## src/rtl/div_unit.sv

```systemverilog
// Iterative radix-2 restoring divider (RV32M DIV/DIVU/REM/REMU).
// One quotient bit per cycle, MSB first. Divide-by-zero and signed overflow
// are resolved at start acceptance and bypass the iteration entirely.
// The held result feeds the writeback result-select mux; busy stalls the pipe.
module div_unit #(
    parameter int WIDTH = 32
) (
    input  logic             clk,
    input  logic             reset_n,
    input  logic             start,
    input  logic [1:0]       op,
    input  logic [WIDTH-1:0] a,
    input  logic [WIDTH-1:0] b,
    input  logic             flush,
    output logic             busy,
    output logic             done,
    output logic [WIDTH-1:0] result
);

    localparam int               CNT_W    = $clog2(WIDTH);
    localparam logic [CNT_W-1:0] LAST_CNT = CNT_W'(WIDTH - 1);
    localparam logic [WIDTH-1:0] ZERO     = {WIDTH{1'b0}};
    localparam logic [WIDTH-1:0] ALL_ONES = {WIDTH{1'b1}};
    localparam logic [WIDTH-1:0] MOST_NEG = {1'b1, {(WIDTH-1){1'b0}}};

    typedef enum logic [1:0] {
        IDLE = 2'b00,
        CALC = 2'b01,
        DONE = 2'b10
    } state_t;

    // Magnitude of a value when it is treated as signed.
    function automatic logic [WIDTH-1:0] abs_val(input logic [WIDTH-1:0] v,
                                                 input logic             is_signed);
        abs_val = (is_signed && v[WIDTH-1]) ? (ZERO - v) : v;
    endfunction

    // Conditional two's-complement negation used by the sign fix-up.
    function automatic logic [WIDTH-1:0] neg_if(input logic [WIDTH-1:0] v,
                                                input logic             neg);
        neg_if = neg ? (ZERO - v) : v;
    endfunction

    state_t             state_r;
    state_t             state_next;
    logic               busy_r;
    logic               done_r;
    logic [WIDTH-1:0]   result_r;
    logic               sel_rem_r;
    logic               neg_q_r;
    logic               neg_r_r;
    logic [WIDTH-1:0]   divisor_r;
    logic [WIDTH-1:0]   quot_r;
    logic [WIDTH:0]     rem_r;
    logic [CNT_W-1:0]   cnt_r;

    logic               accept_s;
    logic               signed_op_s;
    logic               div_zero_s;
    logic               overflow_s;
    logic               special_s;
    logic [WIDTH-1:0]   special_res_s;
    logic               last_s;
    logic [WIDTH+1:0]   shifted_s;
    logic [WIDTH+1:0]   trial_s;
    logic [WIDTH:0]     rem_next_s;
    logic [WIDTH-1:0]   quot_next_s;
    logic [WIDTH-1:0]   quot_fix_s;
    logic [WIDTH-1:0]   rem_fix_s;

    assign busy   = busy_r;
    assign done   = done_r;
    assign result = result_r;

    // Classify the incoming operands and precompute the bypass result.
    always_comb begin
        signed_op_s   = ~op[0];
        div_zero_s    = (b == ZERO);
        overflow_s    = signed_op_s && (a == MOST_NEG) && (b == ALL_ONES);
        special_s     = div_zero_s || overflow_s;
        special_res_s = ZERO;
        if (div_zero_s) begin
            special_res_s = op[1] ? a : ALL_ONES;
        end else begin
            special_res_s = op[1] ? ZERO : a;
        end
    end

    // One restoring step plus the sign fix-up applied on the last step.
    always_comb begin
        last_s      = (cnt_r == LAST_CNT);
        shifted_s   = {rem_r, quot_r[WIDTH-1]};
        trial_s     = shifted_s - {2'b00, divisor_r};
        rem_next_s  = shifted_s[WIDTH:0];
        quot_next_s = {quot_r[WIDTH-2:0], 1'b0};
        if (!trial_s[WIDTH+1]) begin
            rem_next_s  = trial_s[WIDTH:0];
            quot_next_s = {quot_r[WIDTH-2:0], 1'b1};
        end else begin
            rem_next_s  = shifted_s[WIDTH:0];
            quot_next_s = {quot_r[WIDTH-2:0], 1'b0};
        end
        quot_fix_s = neg_if(quot_next_s, neg_q_r);
        rem_fix_s  = neg_if(rem_next_s[WIDTH-1:0], neg_r_r);
    end

    // Next-state logic; flush beats start in IDLE and aborts CALC.
    always_comb begin
        state_next = state_r;
        accept_s   = 1'b0;
        case (state_r)
            IDLE: begin
                if (flush) begin
                    state_next = IDLE;
                end else if (start) begin
                    accept_s   = 1'b1;
                    state_next = special_s ? DONE : CALC;
                end else begin
                    state_next = IDLE;
                end
            end
            CALC: begin
                if (flush) begin
                    state_next = IDLE;
                end else if (last_s) begin
                    state_next = DONE;
                end else begin
                    state_next = CALC;
                end
            end
            DONE: begin
                if (start) begin
                    accept_s   = 1'b1;
                    state_next = special_s ? DONE : CALC;
                end else begin
                    state_next = IDLE;
                end
            end
            default: begin
                state_next = IDLE;
            end
        endcase
    end

    // State register with busy/done registered from the next state.
    always_ff @(posedge clk or negedge reset_n) begin
        if (!reset_n) begin
            state_r <= IDLE;
            busy_r  <= 1'b0;
            done_r  <= 1'b0;
        end else begin
            state_r <= state_next;
            busy_r  <= (state_next == CALC);
            done_r  <= (state_next == DONE);
        end
    end

    // Operand capture, iteration registers and the held result.
    always_ff @(posedge clk or negedge reset_n) begin
        if (!reset_n) begin
            sel_rem_r <= 1'b0;
            neg_q_r   <= 1'b0;
            neg_r_r   <= 1'b0;
            divisor_r <= ZERO;
            quot_r    <= ZERO;
            rem_r     <= {(WIDTH+1){1'b0}};
            cnt_r     <= {CNT_W{1'b0}};
            result_r  <= ZERO;
        end else if (accept_s) begin
            sel_rem_r <= op[1];
            neg_q_r   <= signed_op_s && (a[WIDTH-1] ^ b[WIDTH-1]);
            neg_r_r   <= signed_op_s && a[WIDTH-1];
            divisor_r <= abs_val(b, signed_op_s);
            quot_r    <= abs_val(a, signed_op_s);
            rem_r     <= {(WIDTH+1){1'b0}};
            cnt_r     <= {CNT_W{1'b0}};
            if (special_s) begin
                result_r <= special_res_s;
            end
        end else if ((state_r == CALC) && !flush) begin
            quot_r <= quot_next_s;
            rem_r  <= rem_next_s;
            cnt_r  <= cnt_r + CNT_W'(1);
            if (last_s) begin
                result_r <= sel_rem_r ? rem_fix_s : quot_fix_s;
            end
        end
    end

endmodule
```

## config.mk

```make
export PLATFORM = sky130hd
export DESIGN_NAME = div_unit
export DESIGN_NICKNAME = d
export VERILOG_FILES = /design/src/rtl/div_unit.sv
export SDC_FILE = /design/constraint.sdc
export NUM_CORES = 1
export LEC_CHECK = 0
export ABC_AREA = 1
export CAP_MARGIN = 20
export CORE_ASPECT_RATIO = 0.8
export CORE_MARGIN = 4
export CORE_UTILIZATION = 35
export DETAILED_ROUTE_END_ITERATION = 10
export DONT_BUFFER_PORTS = 1
export PLACE_DENSITY_LB_ADDON = 0.1
export SYNTH_ARGS = -nofsm -noshare
export SYNTH_HDL_FRONTEND = slang
export SYNTH_SLANG_ARGS = --single-unit
```

## constraint.sdc

```tcl
create_clock -name clk -period 5.1 [get_ports clk]
set_clock_uncertainty 0.1 [all_clocks]
set_input_delay 0.51 -clock clk [delete_from_list [all_inputs] [get_ports clk]]
set_output_delay 0.51 -clock clk [all_outputs]
set_load 0.02 [all_outputs]
```

# Word level (Yosys, flattened, before mapping)
# Index checks and enable logic that the tools add are counted.
# op_classes
reduce_logical	13
n_bitwise	2
n_addsub	6
n_eq_ne	8
mux	29
# ops
cell	count
two-way mux 32 bit	14
subtractor 1 x 32 -> 32 bit (first input constant)	4
two-way mux 33 bit	3
equality test 32 bit (second input constant)	2
subtractor 34 x 32 -> 34 bit	1
logical NOT 32 bit	1
two-way mux 2 bit	5
two-way mux 5 bit	2
logical AND 1 bit	6
case mux 2 bit (3 select lines)	1
adder 5 x 1 -> 5 bit (second input constant)	1
equality test 5 bit (second input constant)	1
equality test 2 x 1 -> 1 bit (second input constant)	2
equality test 2 bit (second input constant)	2
nonzero test 2 bit	2
two-way mux 1 bit	3
AND reduction 3 bit	1
logical NOT 2 bit	1
!= test 2 x 1 -> 1 bit (second input constant)	1
case mux 1 bit (2 select lines)	1
logical NOT 1 bit	1
logical OR 1 bit	1
inverter 1 bit	1
bitwise XOR 1 bit	1
# totals
wordCells	69
inputBits	70
ff_bits	141

# Logic depth before layout (Yosys ltp)
# Gate-level depths: netlist of run 1.
# logic_depth
word_depth	9
depth_mapped	33
mapped_depth_nobuf	31

# Least setup slack after synthesis of run 1
# No wires, ideal clock.
# synth_timing
kind	register -> register
from	register divisor_r[8]
to	register result_r[24] (netlist: result[24])
n_path_buf	2
stages_incl_launch_ff	31
required_ns	4.879
slack_ns	1.100
arrival_ns	3.779
synth_period_minus_slack_ns	4.000
cell_sequence	dfrtp_1 > inv_1 > ha_1 > nand2_2 > inv_2 > a21oi_2 > nand3_2 > nand2_2 > nand2_4 > nand2_4 > nand3_4 > nand2_8 > buf_12 > buf_2 > ha_1 > inv_1 > nor3_1 > inv_1 > nor3_1 > nand3_1 > inv_1 > nand4_1 > nor3_1 > nand3_1 > nand2_1 > o21ai_0 > or2_2 > nand3_1 > nand2_1 > nand2_1 > a21oi_1
# synth_via
elab_chain_cells	8
word_cells_on_any_way	11
cone_classes	3 x add/sub; 8 x mux
# synth_lines
item	line_no	rtl
start, declared	52	logic [WIDTH-1:0] divisor_r;
start signal, assigned	173	divisor_r <= abs_val(b, signed_op_s);
subtractor 34 x 32 -> 34 bit (*)	93	trial_s = shifted_s - {2'b00, divisor_r};
two-way mux 1 bit or two-way mux 33 bit (tied branches)	96	if (!trial_s[WIDTH+1]) begin
subtractor 1 x 32 -> 32 bit	41	neg_if = neg ? (ZERO - v) : v;
two-way mux 32 bit	41	
two-way mux 32 bit (*)	185	result_r <= sel_rem_r ? rem_fix_s : quot_fix_s;
two-way mux 32 bit (*)	184	if (last_s) begin
two-way mux 32 bit (*)	180	end else if ((state_r == CALC) && !flush) begin
two-way mux 32 bit (*)	169	end else if (accept_s) begin
end signal, assigned	178	result_r <= special_res_s;
end signal, assigned	185	
end, declared	48	logic [WIDTH-1:0] result_r;
# Every way passes the cells marked *; elsewhere a longest branch is shown, timed or not. The select of a mux whose other input is x is not followed.
# A chain may end at the register's enable or synchronous reset.

# Final worst setup path of run 1
# layout_timing
from	register rem_r[23]
to	register result_r[30] (netlist: result[30])
# layout_via
elab_chain_cells	8
word_cells_on_any_way	11
cone_classes	3 x add/sub; 8 x mux
# layout_lines
item	line_no	rtl
start, declared	54	logic [WIDTH:0] rem_r;
start signal, assigned	166	rem_r <= {(WIDTH+1){1'b0}};
start signal, assigned	175	rem_r <= {(WIDTH+1){1'b0}};
start signal, assigned	182	rem_r <= rem_next_s;
subtractor 34 x 32 -> 34 bit	93	
two-way mux 1 bit or two-way mux 33 bit (tied branches)	96	
subtractor 1 x 32 -> 32 bit	41	
two-way mux 32 bit	41	
two-way mux 32 bit (*)	185	
two-way mux 32 bit (*)	184	
two-way mux 32 bit (*)	180	
two-way mux 32 bit (*)	169	
# Marked as above.

==> results.md, run 1 <==
* Status: completed
* Initial core utilization at a little over a third
* Worst slew pin tran at between 0.9 and 1 ns
* Gate power share at between 60% and 70%
* Slowest stage cell, crit path: dfrtp_1
* Max_cap viols at 0
* Rel. slew slack at 36.07%
* Final worst slack at 0.5745 ns
* Synthesized area at 12840 µm²
* PD cells at about 760 nW/µm²
* Num ports at 104
* Die H at between 150 and 200 µm
* Initial antenna violation count at 5
* Gr usage total at 23.98%
* H-tree Lvls at 4
* Critical path class: flop to flop
* First-pass GRT wire length at 74320 µm
* 1st-iter DRT viols at approximately 1200
* Vias per cell at 5.366
* Largest area contributor in the netlist: dfrtp_1
* FILL cells at 3958
* Most used DFF post-synth: dfrtp_1
* CP max FO at 9
* Most frequent cells in the layout: nand2_1 (562), inv_1 (253), o21ai_0 (208)
* P&R area growth vs syn at 8.244%
* Clock Power Share at 13.0%
* DRT Pass-1 Iters at 5
* Sw frac at 58.08%
* Top cells by area, synth: dfrtp_1 (27%), nand2_1 (16%), o21ai_0 (8.1%), inv_1 (7.4%), nor2_1 (5.9%)
* Psw at just over 6000 µW
* DP Wirelength at between 30000 and 40000 µm
* Worst min-delay path class: primary input to flop
* Static leakage at 0.006760 µW
* Postcts setup bufs at 0
* Cts bufs inserted at 17
* Syn Area/Cell at between 6 and 7 µm²
* Die width at 222.1 µm
* Vias at ~13000
* Worst Setup End Kind: flop
* RSZ-0062 raised after global routing: no
* Worst-Skew Late Latency at 0.46 ns
* Final setup TNS at 0 ns
* Mapped Cells at between 2000 and 2500
* Core Box Area at ~36000 µm²
* WP buf/inv at 4
* WL final at 48170 µm
* Fin crit period at 4.526 ns
* Syn nets at 2161
* Startpoint types: flop
* TritonCTS clock tree: built
* YS warnings at 0
* Area of the die at roughly 40000 µm²
* Seq/Total Area, Yosys at 27.48%
* Routability cong. at 0.9571
* Critical Path RT at approximately 5.3 ns
* CTS Sinks at 141
* Fin. Hold Viols at 0
* Layout cell share with drive strength beyond 1 at 6.170%
* Antenna Nets Post-Route at 0
* Worst Path Arrival at roughly 4.8 ns
* CTS Buffer Depth at 2
* Post-synth top area share at 27.48%
* Drt drc at 0
* Nets at 2123
* Yosys reg bits at 141
* Fmax at around 0.22 GHz
* Period utilisation layout at approximately 89%
* EDFF count, synth at 0
* Commonest non-fill, non-tap cell in the layout: nand2_1
* Synth unique cells at 56
* # port buffers at 0
* Fin. max-slew vios at 0
* Pin count of the biggest net entering global routing at 142
* CTS clk-pin slew, worst paths at 0.07 ns
* Crit-path max cell delay at 0.40 ns
* Internal at 4427 µW
* Vias in the first global route at 12390
* Final setup fails at 0
* Reg power frac at a little under a fifth
* Root buffer cell: clkbuf_16
* DR WL/cell at 19.21 µm
* # rows at 62
* Worst VDD drop at 0.0003708 V
* Async set-reset flop share out of synthesis at 100.0%
* Delay-heaviest family, CP: simple AND/OR/NAND/NOR gates
* Setup WS pre-CTS at 0.6161 ns
* Grt ovf at 0
cell families after synthesis:
logic type / after synthesis / synth area share [%]
fa+ha+maj: 40 / 3.956
compound gates: 418 / 18.05
buf+inv: 337 / 10.40
simple gates: 1048 / 35.55
xor+xnor: 67 / 4.570
flops: 141 / 27.48
power groups by stage:
stage / registers, µW / logic (µW) / clock network (µW)
finish: 2020 / 7170 / 1380
detailed placement: 2040 / 7030 / 0
global placement: 2030 / 7000 / 0
CTS: 2020 / 7090 / 1410
floorplan: 1920 / 5190 / 0
global route: 2060 / 8050 / 1460
stage by stage:
step	std cells	cell area, µm²	utilization [%]	total power, µW	hold slack (ns)
after floorplan	2051	12840	-	7104	0.1144
final	2507	13900	38.53	10560	0.07951
after global placement	2471	13220	36.66	9039	0.1291
after global routing	2506	13900	38.52	11570	0.09790
after detailed placement	2471	13220	36.66	9064	0.1301
after CTS	2504	13870	38.45	10510	0.01197
sequential cells by signal, indices dropped and copies added (netlist names):
name	flops
rem_r	33
divisor_r	32
quot_r	32
result	32
cnt_r	5
state_r	2
busy	1
done	1
neg_q_r	1
neg_r_r	1
sel_rem_r	1
worst register-to-register path, cell delays in order (launching register included):
cell and delay, ns:
dfrtp_1 0.40, ha_1 0.38, a21oi_1 0.24, o21ai_1 0.13, clkinv_1 0.07, nand2_2 0.07
a21oi_4 0.22, nand3_4 0.20, nand2_8 0.12, ha_1 0.17, inv_1 0.06, nor3_1 0.20
inv_1 0.09, nor3_1 0.31, nand3_1 0.20, inv_1 0.09, nand4_1 0.11, nor3_1 0.24
nand3_1 0.18, nand2_1 0.14, o21ai_0 0.12, or2_2 0.30, nand3_1 0.06, nand2_1 0.07
nand2_1 0.05, a21oi_1 0.09
synthesized netlist by cell type, types with 16 or more instances:
| master | count |
|---|---|
| nand2_1 | 562 |
| inv_1 | 254 |
| o21ai_0 | 209 |
| nor2_1 | 201 |
| dfrtp_1 | 141 |
| nand3_1 | 139 |
| a21oi_1 | 100 |
| clkbuf_1 | 55 |
| xor2_1 | 43 |
| ha_1 | 39 |
| nor3_1 | 35 |
| nand4_1 | 34 |
| o22ai_1 | 34 |
| xnor2_1 | 24 |
| nand2_2 | 23 |
| a31oi_1 | 17 |
| o211ai_1 | 16 |
cell type report:
cell class                 instances  area, µm²  share of cell area [%]
clock buffer                      18      439.2                   3.160
tap                              480      600.6                   4.321
antenna                            1      2.502                 0.01801
timing repair buffer              22      195.2                   1.404
clock inverter                    14      180.2                   1.296
inverter                         258      969.7                   6.977
multi-input combinational       1573       7983                   57.44
sequential                       141       3528                   25.39
path summary, 6_finish.rpt:
check	from	to	slack, ns	cells after the start
max	rem_r[23]	result[30]	0.57	25
min	op[1]	sel_rem_r	0.08	2
max reg2reg	rem_r[23]	result[30]	0.57	25
min reg2reg	cnt_r[3]	cnt_r[3]	0.37	1
max in group asynchronous	reset_n	divisor_r[15]	3.66	2
min in group asynchronous	reset_n	quot_r[26]	0.62	2
routing by layer:
layer  wire [µm]  share of wire, %  track usage [%]  vias up
met4         506               1.1            4.107        2
met5           7             0.015                0        -
met1       24170                50            36.95     6367
met3        3500               7.3            4.911       34
met2       19990                41            34.85      414
li1            -                 -                -     6636
repair_timing:
action,in CTS,in global routing
endpoints found under the hold margin,141,4
resized for setup,0,1
hold buffers,1,1
endpoints found under the setup margin,0,2
Note: power is estimated with default switching activity, not from simulation.
==> run 2: changes to the inputs <==
Settings changed: CORE_ASPECT_RATIO 0.8 to unset, PLACE_DENSITY_LB_ADDON 0.1 to unset.
==> run 2 against run 1 <==
Compared with the run above:
- the flow now finishes with violations (hold timing)
- cell count down 1.0%
- die area about the same
- fmax up 1.0%
- power down 1.4%
- utilization about the same
- wire length down 5.0%
- first-iteration DRC count down 2.2%
- register-to-register slack better by 0.05 ns
- highest routed layer unchanged
==> results.md, run 2 (synthesis gave the netlist of run 1 again) <==
* Status: complete, but fails checks
* Violated checks: hold timing
* Design area at 13840 µm² (-0.43%)
* Cts repair resizes at 0 (unchanged)
* Internal at 4466 µW (+0.87%)
* Rel. slew slack at 27.32% (-8.8 points)
* Met3 WL at 3276 µm (-6.4%)
* Worst min-delay path class: primary input to async pin
* Vias at 13444 (-0.067%)
* Initial core utilization at 35.75% (+0.16 points)
* Layout cell share with drive strength beyond 1 at 5.842% (-0.33 points)
* DR WL/cell at 18.45 µm (-4.0%)
* Worst VDD drop at 0.0003660 V (-1.3%)
* Die width at 199.5 µm (-10%)
* 1st-iter DRT viols at 1182 (-2.2%)
* CP Cell Sequence: ha_1 > a21oi_1 > o21ai_1 > clkinv_1 > nand2_2 > a21oi_4 > nand3_4 > nand2_8 > ha_1 > inv_1 > nor3_1 > inv_1 > nor3_1 > nand3_1 > inv_1 > nand4_1 > nor3_1 > nand3_1 > o21ai_0 > or2_2 > nand3_1 > nand2_1 > nand2_1 > a21oi_1
* Pin count of the biggest net entering global routing at 142 (unchanged)
* First-pass GRT wire length at 71700 µm (-3.5%)
* WL final at 45770 µm (-5.0%)
* Fin crit period at 4.480 ns (-0.04601 ns)
* Reg power frac at 19.7% (+0.6 points)
* Commonest non-fill, non-tap cell in the layout: nand2_1
* CTS Buffer Depth at 2 (unchanged)
* Ant. Diodes at 0 (-1)
* Startpoint types: flop
* Max_cap viols at 0 (unchanged)
* Max Used Layer: met5
* Worst hold slack at -0.05654 ns (-0.1360 ns)
* TritonCTS clock tree: built
* Crit path capture: result[26]
* DRT Pass-1 Iters at 5 (unchanged)
* Final worst slack at 0.6205 ns (+0.04600 ns)
* Crit. path cell count at 24 (-4.0%)
* PD cells at 752.5 nW/µm² (-0.99%)
* CTS Sinks at 141 (unchanged)
* Setup WS pre-CTS at 0.6849 ns (+0.06889 ns)
* Num ports at 104 (unchanged)
* CP max FO at 9 (unchanged)
* Static leakage at 0.006737 µW (-0.34%)
* Metal-1 WL at 20560 µm (-15%)
* Root buffer cell: clkbuf_16
* Worst-Skew Late Latency at 0.44 ns (-0.02 ns)
* Worst slew pin tran at 1.090 ns (+0.1314 ns)
* Core Box Area at 35910 µm² (-0.44%)
* Final setup TNS at 0 ns (unchanged)
* Top reg by flops: rem_r
* Antenna Nets Post-Route at 0 (unchanged)
* Final core utilization at 38.53% (about the same)
* Area of the die at 39810 µm² (about the same)
* Delay-heaviest family, CP: simple AND/OR/NAND/NOR gates
* Sw frac at 57.11% (-0.97 points)
* Psw at 5947 µW (-3.1%)
* FILL cells at 3916 (-1.1%)
* Gr usage total at 22.92% (-1.1 points)
* Setup slack, reg-to-reg at 0.62 ns (+0.05 ns)
* Reg-to-Reg Start: rem_r[21]
* Period utilisation layout at 87.83% (-0.90 points)
* # port buffers at 0 (unchanged)
* Nets at 2118 (-0.24%)
* Fmax at 0.2232 GHz (+1.0%)
* Critical Path RT at 5.36 ns (+0.03 ns)
* Initial antenna violation count at 1 (-4)
* CTS clk-pin slew, worst paths at 0.07 ns (about the same)
* Slowest stage cell, crit path: dfrtp_1
* Fin. Hold Viols at 20 (+20)
* DP Area at 13180 µm² (-0.35%)
* Vias per cell at 5.419 (+0.98%)
* DP Wirelength at 34930 µm (-4.5%)
* Grt ovf at 0 (unchanged)
* Vias in the first global route at 12640 (+2.0%)
* Gate power share at 67.0% (-0.9 points)
* Die H at 199.5 µm (+11%)
* P&R area growth vs syn at 7.776%
* Clock Power Share at 13.3% (+0.3 points)
* Drt drc at 0 (unchanged)
* Met2 routed WL at 20790 µm (+4.0%)
* Max FFs per register at 33 (unchanged)
* Worst Path Arrival at 4.74 ns (-0.02 ns)
* H-tree Lvls at 4 (unchanged)
* Crit-path max cell delay at 0.41 ns (about the same)
* Critical Path Source: rem_r[21]
* # rows at 69 (+11%)
* Worst R2R Path Depth at 24 (-4.0%)
* Critical path class: flop to flop
* Worst R2R End: result[26]
* Final setup fails at 0 (unchanged)
* Cts bufs inserted at 17 (unchanged)
* Most frequent cells in the layout: nand2_1 (562), inv_1 (253), o21ai_0 (209)
* Worst Setup End Kind: flop
* WP buf/inv at 4 (unchanged)
* RSZ-0062 raised after global routing: no
* Design Power at 10410 µW (-1.4%)
* Fin. max-slew vios at 0 (unchanged)
* Routability cong. at 0.9464 (-1.1%)
[run 2: worst min path at each step]
stage          depth (start not counted)    start       endpoint
2_1_floorplan                          0  reset_n           busy
3_3_place_gp                           0  reset_n   divisor_r[1]
3_5_place_dp                           0  reset_n   divisor_r[7]
4_1_cts                                1  reset_n  divisor_r[17]
5_1_grt                                1  reset_n  divisor_r[17]
6_report                               1  reset_n  divisor_r[16]
[run 2: timing repair]
action | 4_1_cts | 5_1_grt
setup endpoints to repair | 0 | 0
setup buffers | 0 | 0
hold endpoints to repair | 141 | 0
hold buffers | 1 | 0
[run 2: layout make-up]
| cell class | instances | area (µm²) | share of cell area [%] |
|---|---|---|---|
| Multi-Input combinational cell | 1573 | 7983 | 57.69 |
| Clock inverter | 9 | 158.9 | 1.148 |
| Sequential cell | 141 | 3528 | 25.50 |
| Timing Repair Buffer | 17 | 147.6 | 1.067 |
| Clock buffer | 22 | 474.2 | 3.427 |
| Tap cell | 461 | 576.8 | 4.168 |
| Inverter | 258 | 969.7 | 7.007 |
[run 2: power groups by stage]
stage / clock network, µW / registers [µW] / logic (µW)
4_1_cts: 1400 / 2050 / 6910
3_3_place_gp: 0 / 2060 / 6800
5_1_grt: 1450 / 2100 / 7790
2_1_floorplan: 0 / 1920 / 5190
3_5_place_dp: 0 / 2070 / 6840
6_report: 1390 / 2050 / 6970
[run 2: routing by layer]
metal	vias to the layer above	track usage, %
met4	2	6.642
li1	6636	-
met5	-	0
met1	6270	32.21
met2	471	36.32
met3	65	3.912
[run 2: through the flow]
step / std cells / hold slack [ns]
finish: 2481 / -0.05654
detailed placement: 2449 / 0.1243
global route: 2481 / 0.01714
CTS: 2481 / 0.02437
floorplan: 2051 / 0.1144
global placement: 2449 / 0.1260
==> run 3: changes to the inputs <==
Settings changed: ABC_AREA 1 to unset.
==> run 3 against run 2 <==
Compared with the run above:
- clock-buffer cell count fell by 5
- cell count fell by 23%
- register-to-register slack got worse by 0.34 ns
- utilization rose by 0.25 points
- the flow now finishes without violations
==> results.md, run 3 <==
* CTS Sinks at 141 (unchanged)
* Syn Area/Cell at 7.793 µm² (+24%)
* DRT Pass-1 Iters at 6 (+1)
* FILL cells at 3379 (-14%)
* Routability cong. at 0.9740 (+2.9%)
* Synth unique cells at 84 (+50%)
* Critical Path RT at 5.29 ns (-0.07 ns)
* DR WL/cell at 19.92 µm (+8.0%)
* Commonest non-fill, non-tap cell in the layout: nand2_1
* Status: completed
* Static leakage at 0.005189 µW (-23%)
* Hold_sp: op[0]
* Pin count of the biggest net entering global routing at 142 (unchanged)
* Nets at 1566 (-26%)
* H-tree Lvls at 4 (unchanged)
* CP max FO at 13 (+4)
* Grt ovf at 0 (unchanged)
* Fmax at 0.2073 GHz (-7.1%)
* DP Wirelength at 28810 µm (-18%)
* Max_cap viols at 0 (unchanged)
* Worst slew pin tran at 1.077 ns (-0.01327 ns)
* Initial antenna violation count at 0 (-1)
* WL final at 38080 µm (-17%)
* First-pass GRT wire length at 59740 µm (-17%)
* Yosys reg bits at 141 (unchanged)
* Fin crit period at 4.823 ns (+0.3437 ns)
* TritonCTS clock tree: built
* Most frequent cells in the layout: nand2_1 (212), o21ai_0 (153), dfrtp_1 (141)
* Worst hold slack at 0.06491 ns (+0.1215 ns)
* Area of the die at 36060 µm² (-9.4%)
* Startpoint types: flop
* Critical Path Source: rem_r[20]
* Design Power at 4083 µW (-61%)
* CTS Buffer Depth at 2 (unchanged)
* Drt drc at 0 (unchanged)
* Adder-Cell Fraction of Synth Area at 4.386% (+0.43 points)
* Layout cell share with drive strength beyond 1 at 6.739% (+0.90 points)
* Die H at 189.9 µm (-4.8%)
* Final setup fails at 0 (unchanged)
* Largest area contributor in the netlist: dfrtp_1
* Worst min-delay path class: primary input to flop
* Async set-reset flop share out of synthesis at 100.0% (unchanged)
* Rel. slew slack at 28.20% (+0.88 points)
* P&R area growth vs syn at 9.237%
* Period utilisation layout at 94.57% (+6.7 points)
* Worst Setup End Kind: flop
* Worst Path Arrival at 5.01 ns (+0.27 ns)
* RSZ-0062 raised after global routing: no
* Hold Path Stages at 1
* DP Area at 12010 µm² (-8.9%)
* Initial core utilization at 35.50% (-0.25 points)
* Most used DFF post-synth: dfrtp_1
* Top cells by area, synth: dfrtp_1 (30%), nand2_1 (6.9%), o21ai_0 (6.7%), xnor2_1 (5.5%), a21oi_1 (5.1%)
* Final setup TNS at 0 ns (unchanged)
* Post-synth top cells: nand2_1 (212), o21ai_0 (154), dfrtp_1 (141)
* Num ports at 104 (unchanged)
* Worst VDD drop at 0.0002261 V (-38%)
* Fin. Hold Viols at 0 (-100%)
* # port buffers at 0 (unchanged)
* Compound-Gate Fraction of Synth Area at 25.88% (+7.8 points)
* # rows at 66 (-4.3%)
* Post-synth top area share at 30.47% (+3.0 points)
* Seq/Total Area, Yosys at 30.47% (+3.0 points)
* Gr usage total at 20.80% (-2.1 points)
* Critical path class: flop to flop
* EDFF count, synth at 0 (unchanged)
* Syn nets at 1596 (-26%)
* 1st-iter DRT viols at 955 (-19%)
* Top reg by flops: rem_r
* CTS clk-pin slew, worst paths at 0.07 ns (about the same)
* YS warnings at 0 (unchanged)
* Most frequent cell after synthesis: nand2_1
* Root buffer cell: clkbuf_16
* Mapped Cells at 1486 (-28%)
* Worst-Skew Late Latency at 0.45 ns (about the same)
* Cts bufs inserted at 17 (unchanged)
* Reg-to-Reg Start: rem_r[20]
* Simple-Gate Fraction of Synth Area at 20.82% (-15 points)
* Vias in the first global route at 10619 (-16%)
* Mux cell area share after synthesis at 3.457% (+3.5 points)
* Fin. max-slew vios at 0 (unchanged)
* Core Box Area at 32620 µm² (-9.2%)
* Design area at 12650 µm² (-8.6%)
* Die width at 189.9 µm (-4.8%)
* Ant. Diodes at 0 (unchanged)
* Worst R2R Path Depth at 17 (-29%)
* Vias at 11024 (-18%)
* PD cells at 322.8 nW/µm² (-57%)
* Largest family of logic cells by synthesized area: compound AO/OA/AOI/OAI gates
* XOR/XNOR Fraction of Synth Area at 10.36% (+5.8 points)
* Synthesized area at 11580 µm² (-9.8%)
* Max FFs per register at 33 (unchanged)
* Vias per cell at 5.769 (+6.5%)
* Antenna Nets Post-Route at 0 (unchanged)
## run 3: layout make-up
cell class                 count  area [µm²]  area share (%)
clock inverter                15       147.6           1.167
timing repair buffer          30       251.5           1.988
tap                          442       553.0           4.371
inverter                      56       212.7           1.681
multi-input combinational   1210        7532           59.54
clock buffer                  17       425.4           3.363
sequential                   141        3528           27.89
## run 3: path summary, 6_finish.rpt
| path | endpoint | slack (ns) |
|---|---|---|
| max | result[28] | 0.28 |
| min | neg_q_r | 0.06 |
| max reg2reg | result[28] | 0.28 |
| min reg2reg | divisor_r[28] | 0.38 |
| max in group asynchronous | quot_r[26] | 3.72 |
| min in group asynchronous | divisor_r[2] | 0.60 |
## run 3: kinds of logic (layout without fill, tap and decap cells)
family                   Yosys count  count (layout)
AND/OR/NAND/NOR                  516             516
XOR/XNOR                         137             137
AO/OA/AOI/OAI                    481             481
multiplexers                      36              36
flip-flops                       141             141
adder cells (fa/ha/maj)           40              40
buffers and inverters            135             118
## run 3: worst max-delay path, cell delays in order (launching register included)
cell and delay (ns):
dfrtp_1 0.43, ha_1 0.40, nand4_1 0.21, nor3_1 0.07, a311o_1 0.40, or3_4 0.40, mux2i_4 0.25, nor2_4 0.08
inv_4 0.13, mux2i_2 0.27, ha_2 0.25, nand3_1 0.12, mux2i_2 0.26, nand4_1 0.17, or4b_4 0.59, o41ai_4 0.24
xor2_1 0.18, a21oi_1 0.08
## run 3: repair_timing
action / 4_1_cts / 5_1_grt
endpoints found under the setup margin: 0 / 6
buffers inserted: 0 / 1
hold endpoints to repair: 141 / 0
gates resized for setup: 0 / 6
hold buffers: 2 / 0
## run 3: report_power, final
group          internal (µW)  total [µW]  switching, µW
Clock                    653        1260            610
Sequential              1260        1430            178
Combinational            533        1390            854
Total                   2440        4080           1640
## run 3: routing by layer
layer  track usage [%]  routed length [µm]  vias to the layer above
li1                  -                   -                     5285
met1             27.39               16650                     5345
met2             33.92               17870                      341
met3             4.092                2225                       53
met4             7.819                1331                        0
met5                 0                   0                        -
## run 3: stage by stage
| step | setup WS (ns) | utilization [%] | cells |
|---|---|---|---|
| floorplan | 0.2309 | - | 1486 |
| global placement | 0.3087 | 36.81 | 1875 |
| detailed placement | 0.1734 | 36.81 | 1875 |
| CTS | 0.1692 | 38.68 | 1909 |
| global route | 0.01720 | 38.78 | 1911 |
| finish | 0.2768 | 38.78 | 1911 |
